==> config.mk <==
export PLATFORM = sky130hd
export DESIGN_NAME = light_conflict_monitor_flat
export DESIGN_NICKNAME = d
export VERILOG_FILES = /design/src/rtl/light_conflict_monitor_if.sv /design/src/rtl/light_conflict_monitor.sv /design/src/flat_wrapper.sv
export SDC_FILE = /design/constraint.sdc
export NUM_CORES = 1
export LEC_CHECK = 0
export ABC_AREA = 1
export CAP_MARGIN = 20
export CORE_MARGIN = 1
export CORE_UTILIZATION = 40
export DETAILED_ROUTE_END_ITERATION = 8
export GPL_ROUTABILITY_DRIVEN = 1
export SYNTH_ARGS = -nofsm -noshare
export SYNTH_HDL_FRONTEND = slang
export SYNTH_SLANG_ARGS = --single-unit
export TNS_END_PERCENT = 30
==> constraint.sdc <==
create_clock -name clk -period 6.7 [get_ports clk]
set_input_delay 2.01 -clock clk [delete_from_list [all_inputs] [get_ports clk]]
set_output_delay 2.01 -clock clk [all_outputs]
set_load 0.1 [all_outputs]
==> src/rtl/light_conflict_monitor_if.sv <==
// rtl/light_conflict_monitor_if.sv - light buses from the controller and monitor status back
interface light_conflict_monitor_if;
  logic [2:0]  light_M1;
  logic [2:0]  light_S;
  logic [2:0]  light_MT;
  logic [2:0]  light_M2;
  logic        fault;
  logic [2:0]  fault_code;
  logic [3:0]  fault_src;
  logic        flash_en;
  logic [15:0] transitions;

  modport master (
    output light_M1, light_S, light_MT, light_M2,
    input  fault, fault_code, fault_src, flash_en, transitions
  );

  modport slave (
    input  light_M1, light_S, light_MT, light_M2,
    output fault, fault_code, fault_src, flash_en, transitions
  );
endinterface

==> src/rtl/light_conflict_monitor.sv <==
// rtl/light_conflict_monitor.sv - passive checker of the four light buses
// Latches the first encoding/conflict/sequence/yellow/stuck violation and requests flashing red.
module light_conflict_monitor #(
  parameter int MIN_YELLOW  = 3,
  parameter int STUCK_LIMIT = 64
) (
  input  logic                    clk,
  input  logic                    rst,
  light_conflict_monitor_if.slave bus
);

  localparam int YW = $clog2(MIN_YELLOW + 1);
  localparam int SW = $clog2(STUCK_LIMIT + 1);
  localparam logic [YW-1:0] MIN_Y     = YW'(MIN_YELLOW);
  localparam logic [SW-1:0] STUCK_MAX = SW'(STUCK_LIMIT);

  localparam logic [2:0] C_R = 3'b100;
  localparam logic [2:0] C_Y = 3'b010;
  localparam logic [2:0] C_G = 3'b001;

  typedef enum logic [1:0] {INIT, MONITOR, FAULT} state_t;

  state_t          state;
  logic [2:0]      prev   [4];
  logic [YW-1:0]   ycnt   [4];
  logic [SW-1:0]   stuck_cnt;
  logic            fault_q;
  logic [2:0]      code_q;
  logic [3:0]      src_q;
  logic [15:0]     trans_q;

  // Index order matches fault_src bits: 0 M1, 1 S, 2 MT, 3 M2
  logic [2:0]      cur    [4];
  logic [YW-1:0]   ycnt_nx[4];
  logic [3:0]      valid, active, changed, illegal, legal, short_y;
  logic [3:0]      enc_src, conf_src;
  logic [2:0]      n_legal;
  logic [SW-1:0]   stuck_nx;
  logic [16:0]     trans_sum;
  logic [2:0]      chk_code;
  logic [3:0]      chk_src;

  assign cur[0] = bus.light_M1;
  assign cur[1] = bus.light_S;
  assign cur[2] = bus.light_MT;
  assign cur[3] = bus.light_M2;

  always_comb begin
    for (int i = 0; i < 4; i++) begin
      valid[i]   = (cur[i] == C_R) || (cur[i] == C_Y) || (cur[i] == C_G);
      active[i]  = valid[i] && (cur[i] != C_R);
      changed[i] = valid[i] && (cur[i] != prev[i]);
      illegal[i] = changed[i] && (((prev[i] == C_G) && (cur[i] == C_R)) ||
                                  ((prev[i] == C_R) && (cur[i] == C_Y)) ||
                                  ((prev[i] == C_Y) && (cur[i] == C_G)));
      legal[i]   = changed[i] && !illegal[i];
      short_y[i] = (prev[i] == C_Y) && (cur[i] == C_R) && (ycnt[i] < MIN_Y);
      if (cur[i] != C_Y)
        ycnt_nx[i] = '0;
      else if (prev[i] != C_Y)
        ycnt_nx[i] = YW'(1);
      else if (ycnt[i] == MIN_Y)
        ycnt_nx[i] = ycnt[i];
      else
        ycnt_nx[i] = ycnt[i] + YW'(1);
    end

    enc_src = ~valid;
    // M1 may share with M2 or MT; S shares with nobody; M2 and MT exclude each other
    conf_src[0] = active[1] && active[0];
    conf_src[1] = active[1] && (active[0] || active[2] || active[3]);
    conf_src[2] = active[2] && (active[1] || active[3]);
    conf_src[3] = active[3] && (active[1] || active[2]);

    n_legal   = {2'b00, legal[0]} + {2'b00, legal[1]} + {2'b00, legal[2]} + {2'b00, legal[3]};
    trans_sum = {1'b0, trans_q} + {14'b0, n_legal};
    stuck_nx  = stuck_cnt + SW'(1);

    chk_code = 3'd0;
    chk_src  = 4'b0000;
    if (|enc_src) begin
      chk_code = 3'd1;
      chk_src  = enc_src;
    end else if (|conf_src) begin
      chk_code = 3'd2;
      chk_src  = conf_src;
    end else if (state == MONITOR) begin
      if (|illegal) begin
        chk_code = 3'd3;
        chk_src  = illegal;
      end else if (|short_y) begin
        chk_code = 3'd4;
        chk_src  = short_y;
      end else if (!(|changed) && (stuck_nx == STUCK_MAX)) begin
        chk_code = 3'd5;
        chk_src  = 4'b1111;
      end
    end
  end

  always_ff @(posedge clk) begin
    if (rst) begin
      state     <= INIT;
      stuck_cnt <= '0;
      fault_q   <= 1'b0;
      code_q    <= 3'd0;
      src_q     <= 4'b0000;
      trans_q   <= 16'h0000;
      for (int i = 0; i < 4; i++) begin
        prev[i] <= 3'b000;
        ycnt[i] <= '0;
      end
    end else begin
      case (state)
        INIT: begin
          stuck_cnt <= '0;
          for (int i = 0; i < 4; i++) begin
            prev[i] <= cur[i];
            ycnt[i] <= MIN_Y;
          end
          if (chk_code != 3'd0) begin
            state   <= FAULT;
            fault_q <= 1'b1;
            code_q  <= chk_code;
            src_q   <= chk_src;
          end else begin
            state <= MONITOR;
          end
        end
        MONITOR: begin
          if (chk_code != 3'd0) begin
            state   <= FAULT;
            fault_q <= 1'b1;
            code_q  <= chk_code;
            src_q   <= chk_src;
          end else begin
            for (int i = 0; i < 4; i++) begin
              prev[i] <= cur[i];
              ycnt[i] <= ycnt_nx[i];
            end
            stuck_cnt <= (|changed) ? '0 : stuck_nx;
            trans_q   <= trans_sum[16] ? 16'hFFFF : trans_sum[15:0];
          end
        end
        FAULT: begin
          state <= FAULT;
        end
        default: state <= INIT;
      endcase
    end
  end

  assign bus.fault       = fault_q;
  assign bus.flash_en    = fault_q;
  assign bus.fault_code  = code_q;
  assign bus.fault_src   = src_q;
  assign bus.transitions = trans_q;

endmodule

==> src/flat_wrapper.sv <==
// flat-port wrapper written by rule: the top's interface ports become plain ports
module light_conflict_monitor_flat 
#(
  parameter int MIN_YELLOW  = 3,
  parameter int STUCK_LIMIT = 64
)
  (clk, rst, bus_light_M1, bus_light_S, bus_light_MT, bus_light_M2, bus_fault, bus_fault_code, bus_fault_src, bus_flash_en, bus_transitions);
  light_conflict_monitor_if bus_i ();
  input  logic clk;
  input  logic rst;
  input wire logic [$bits(bus_i.light_M1)-1:0] bus_light_M1;
  input wire logic [$bits(bus_i.light_S)-1:0] bus_light_S;
  input wire logic [$bits(bus_i.light_MT)-1:0] bus_light_MT;
  input wire logic [$bits(bus_i.light_M2)-1:0] bus_light_M2;
  output wire logic [$bits(bus_i.fault)-1:0] bus_fault;
  output wire logic [$bits(bus_i.fault_code)-1:0] bus_fault_code;
  output wire logic [$bits(bus_i.fault_src)-1:0] bus_fault_src;
  output wire logic [$bits(bus_i.flash_en)-1:0] bus_flash_en;
  output wire logic [$bits(bus_i.transitions)-1:0] bus_transitions;
  assign bus_i.light_M1 = bus_light_M1;
  assign bus_i.light_S = bus_light_S;
  assign bus_i.light_MT = bus_light_MT;
  assign bus_i.light_M2 = bus_light_M2;
  assign bus_fault = bus_i.fault;
  assign bus_fault_code = bus_i.fault_code;
  assign bus_fault_src = bus_i.fault_src;
  assign bus_flash_en = bus_i.flash_en;
  assign bus_transitions = bus_i.transitions;
  light_conflict_monitor #(.MIN_YELLOW(MIN_YELLOW), .STUCK_LIMIT(STUCK_LIMIT)) u_core (.clk(clk), .rst(rst), .bus(bus_i));
endmodule
==> impl_metrics.csv <==
group,metric,value,unit
run_status,status,"finished, violations left",
run_status,violations,"design-rule violations",
clock_network,clk_path_buf_depth,2,
clock_network,cts_tree,"built",
drt,vias,3410,
sta,tightest_slew,0.986,ns
synthesis,ys_types,39,
power_and_ir_drop,finalPower,0.000752,W
drt,ant_nets,0,
final_layout,layout_commonest_cell,"nand2_1",
clock_network,postCtsHoldBufs,0,
global_route,grt.total_usage,0.186,
sta,rsz0062_at_grt,"false",
sta,report.final.slew_viol_count,0,
final_layout,area_delta_synth_final,15.6,%
synthesis,postSynth.asyncResetShare,0,
worst_setup_path,startpoint_type,"primary input",
final_layout,multi_input_area,2130,µm²
power_and_ir_drop,power_density,176,nW/µm²
sta,fin_crit,5.86,ns
synthesis,syn_nets,555,
worst_hold_path,hold_path.class,"flop to flop",
global_route,grt_pass1_wl,14700,µm
die,start_util,0.417,
power_and_ir_drop,peakVddDrop,88.2,µV
clock_network,cts_buffers,5,
clock_network,clkLatencyLatePin,0.32,ns
drt,routed_via_density,5.09,
synthesis,ys_seq_area_frac,0.336,
global_route,grt_overflow,0,
final_layout,drive_gt1_frac,0.103,
sta,fmax,0.171,GHz
global_route,grt_pass1_vias,3248,
die,core-area,8850,µm²
clock_network,postCtsSetupRepairBufs,0,
worst_setup_path,crit_path_cell_trace,"clkdlybuf4s50_1 > inv_2 > nand3_2 > nand2_1 > inv_2 > nand2_2 > nand2_1 > nor2_1 > ha_1 > fa_1 > ha_1 > inv_1 > fa_1 > inv_1 > nand2_1 > a21boi_0 > nand2_1 > nor4_2 > buf_4 > o21ai_0 > a21oi_1",
die,num_io_pins,39,
worst_setup_path,crit_top_cell,"nand2_1",
synthesis,synth-edff-count,18,
clock_network,cts_resized,0,
worst_setup_path,end_kind,"flop",
worst_setup_path,cp.arrival,6.09,ns
worst_setup_path,max_stage_delay,0.61,ns
worst_setup_path,critPathTopFamily,"adder cells",
power_and_ir_drop,p_leak,1.84,nW
worst_setup_path,crit_type,"primary input to flop",
drt,routed_wl,8570,µm
final_layout,n_fill_cell,884,
clock_network,clock_sinks,53,
clock_network,clock-root-buffer,"clkbuf_8",
clock_network,clk_pin_slew_worst_paths,0.10,ns
place,portBuffers,38,
final_layout,num_antenna_cells,0,
final_layout,layout.nets,591,
die,row_count,34,
sta,finClkSkew,0.0112,ns
place,hpwlAfterDp,6540,µm
sta,setup_violations,0,
sta,max-slew-margin-rel,0.340,
final_layout,seq_area,1240,µm²
drt,wire_per_inst,12.8,µm
place,gp_congestion,0.871,
global_route,antenna_found_initial,0,
sta,tns,0,ns
synthesis,dominantRegCellSynth,"dfxtp_1",
worst_setup_path,critPathSlowestCell,"clkdlybuf4s50_1",
synthesis,yosys_register_bits,53,
worst_setup_path,crit_required,6.94,ns
sta,period_share,0.874,
drt,drt-initial-drc-count,104,
synthesis,syn_area,3690,µm²
sta,hold_viol,0,
worst_setup_path,path_max_fanout,12,
die,dieHeight,98.1,µm
sta,fin_hold_ws,0.479,ns
drt,drc,3,
synthesis,syn_inst,525,
die,die_area,9620,µm²
worst_setup_path,path_buf_inv,6,
synthesis,yosys_warnings,0,
die,die_w,98.1,µm
drt,dr.pass1.iters,9,
flow_run,maxCapViolations,0,
final_layout,final_cell_mix,"nand2_1, nor2_1, inv_1, clkdlybuf4s50_1",
synthesis,syn_area_per_cell,7.03,µm²
global_route,grt_max_degree,22,
clock_network,h-tree-depth,2,
worst min-delay path: stages, from the launching register on:
cell,delay (ns)
dfxtp_1,0.33
nand2_1,0.06
a21oi_1,0.05
metal layers:
layer  GRT usage  vias to the layer above  wire length [µm]
li1            -                     1790                 -
met1       0.253                     1529              4280
met2       0.304                       78              3780
met3      0.0315                       13               391
met4      0.0536                        0               123
met5           0                        -                 0
cells by family after synthesis:
family	synth area share
and+or+nand+nor	0.352
DFF	0.336
buffers and inverters	0.0895
xor gates and xnor gates	0.0498
AOI/OAI and AO/OA	0.114
adders and majority gates	0.0583
cells in the mapped netlist, types with 2 or more instances:
cell type	count	area, µm²
inv_2	21	78.8
nand4_1	7	43.8
nor4_1	5	31.3
dfxtp_1	35	701
o21a_1	4	30.0
clkbuf_1	4	15.0
nand3_1	35	175
xnor2_1	16	140
or2_2	2	12.5
a21boi_0	3	22.5
nor2_1	54	203
buf_4	2	15.0
o21ai_1	14	70.1
inv_1	49	184
buf_6	2	22.5
fa_1	2	40.0
nand2_2	6	37.5
o21ai_0	27	135
nand3_2	9	90.1
nor3_2	3	30.0
nor3_1	14	70.1
xor2_1	5	43.8
nand2_1	130	488
a21oi_1	30	150
nand4_4	2	42.5
edfxtp_1	18	541
ha_1	14	175
worst paths after layout:
| path | startpoint | to | slack, ns | cells past startpoint |
|---|---|---|---|---|
| setup reg to reg | u_core.prev[0][0]$_DFFE_PP_ | u_core.bus.transitions[6]$_SDFFE_PP0N_ | 2.54 | 17 |
| hold / removal | u_core.bus.fault_code[0]$_SDFFE_PP0P_ | u_core.bus.fault_code[0]$_SDFFE_PP0P_ | 0.48 | 2 |
| hold reg to reg | u_core.bus.fault_code[0]$_SDFFE_PP0P_ | u_core.bus.fault_code[0]$_SDFFE_PP0P_ | 0.48 | 2 |
| setup / recovery | bus_light_M1[0] | u_core.bus.transitions[6]$_SDFFE_PP0N_ | 0.84 | 21 |
final cells by class:
type,count,area share
clock buffer,6,0.0220
sequential,53,0.291
tap,108,0.0317
multi-input combinational,391,0.498
inverter,71,0.0628
clock inverter,2,0.00323
timing repair buffer,39,0.0909
metrics by stage:
| stage | utilization | area (µm²) | std cells | worst slack, ns |
|---|---|---|---|---|
| floorplan | - | 3690 | 525 | 1.29 |
| global placement | 0.470 | 4160 | 662 | 0.673 |
| detailed placement | 0.470 | 4160 | 662 | 0.466 |
| CTS | 0.482 | 4270 | 670 | 0.825 |
| global route | 0.482 | 4270 | 670 | 0.363 |
| finish | 0.482 | 4270 | 670 | 0.843 |
where the power goes:
group | switching (W) | total [W] | internal [W]
combinational | 0.000115 | 0.000169 | 0.0000541
sequential | 0.0000149 | 0.000368 | 0.000353
clock | 0.000118 | 0.000215 | 0.0000974
registers in the layout (all words and copies together), names as in the netlist:
register and flops:
u_core.bus.fault 1, u_core.bus.fault_code 3, u_core.bus.fault_src 4, u_core.bus.transitions 16, u_core.prev 12, u_core.stuck_cnt 7, u_core.ycnt 8, u_core.state 2
No activity file was read; power rests on OpenSTA's default activity.
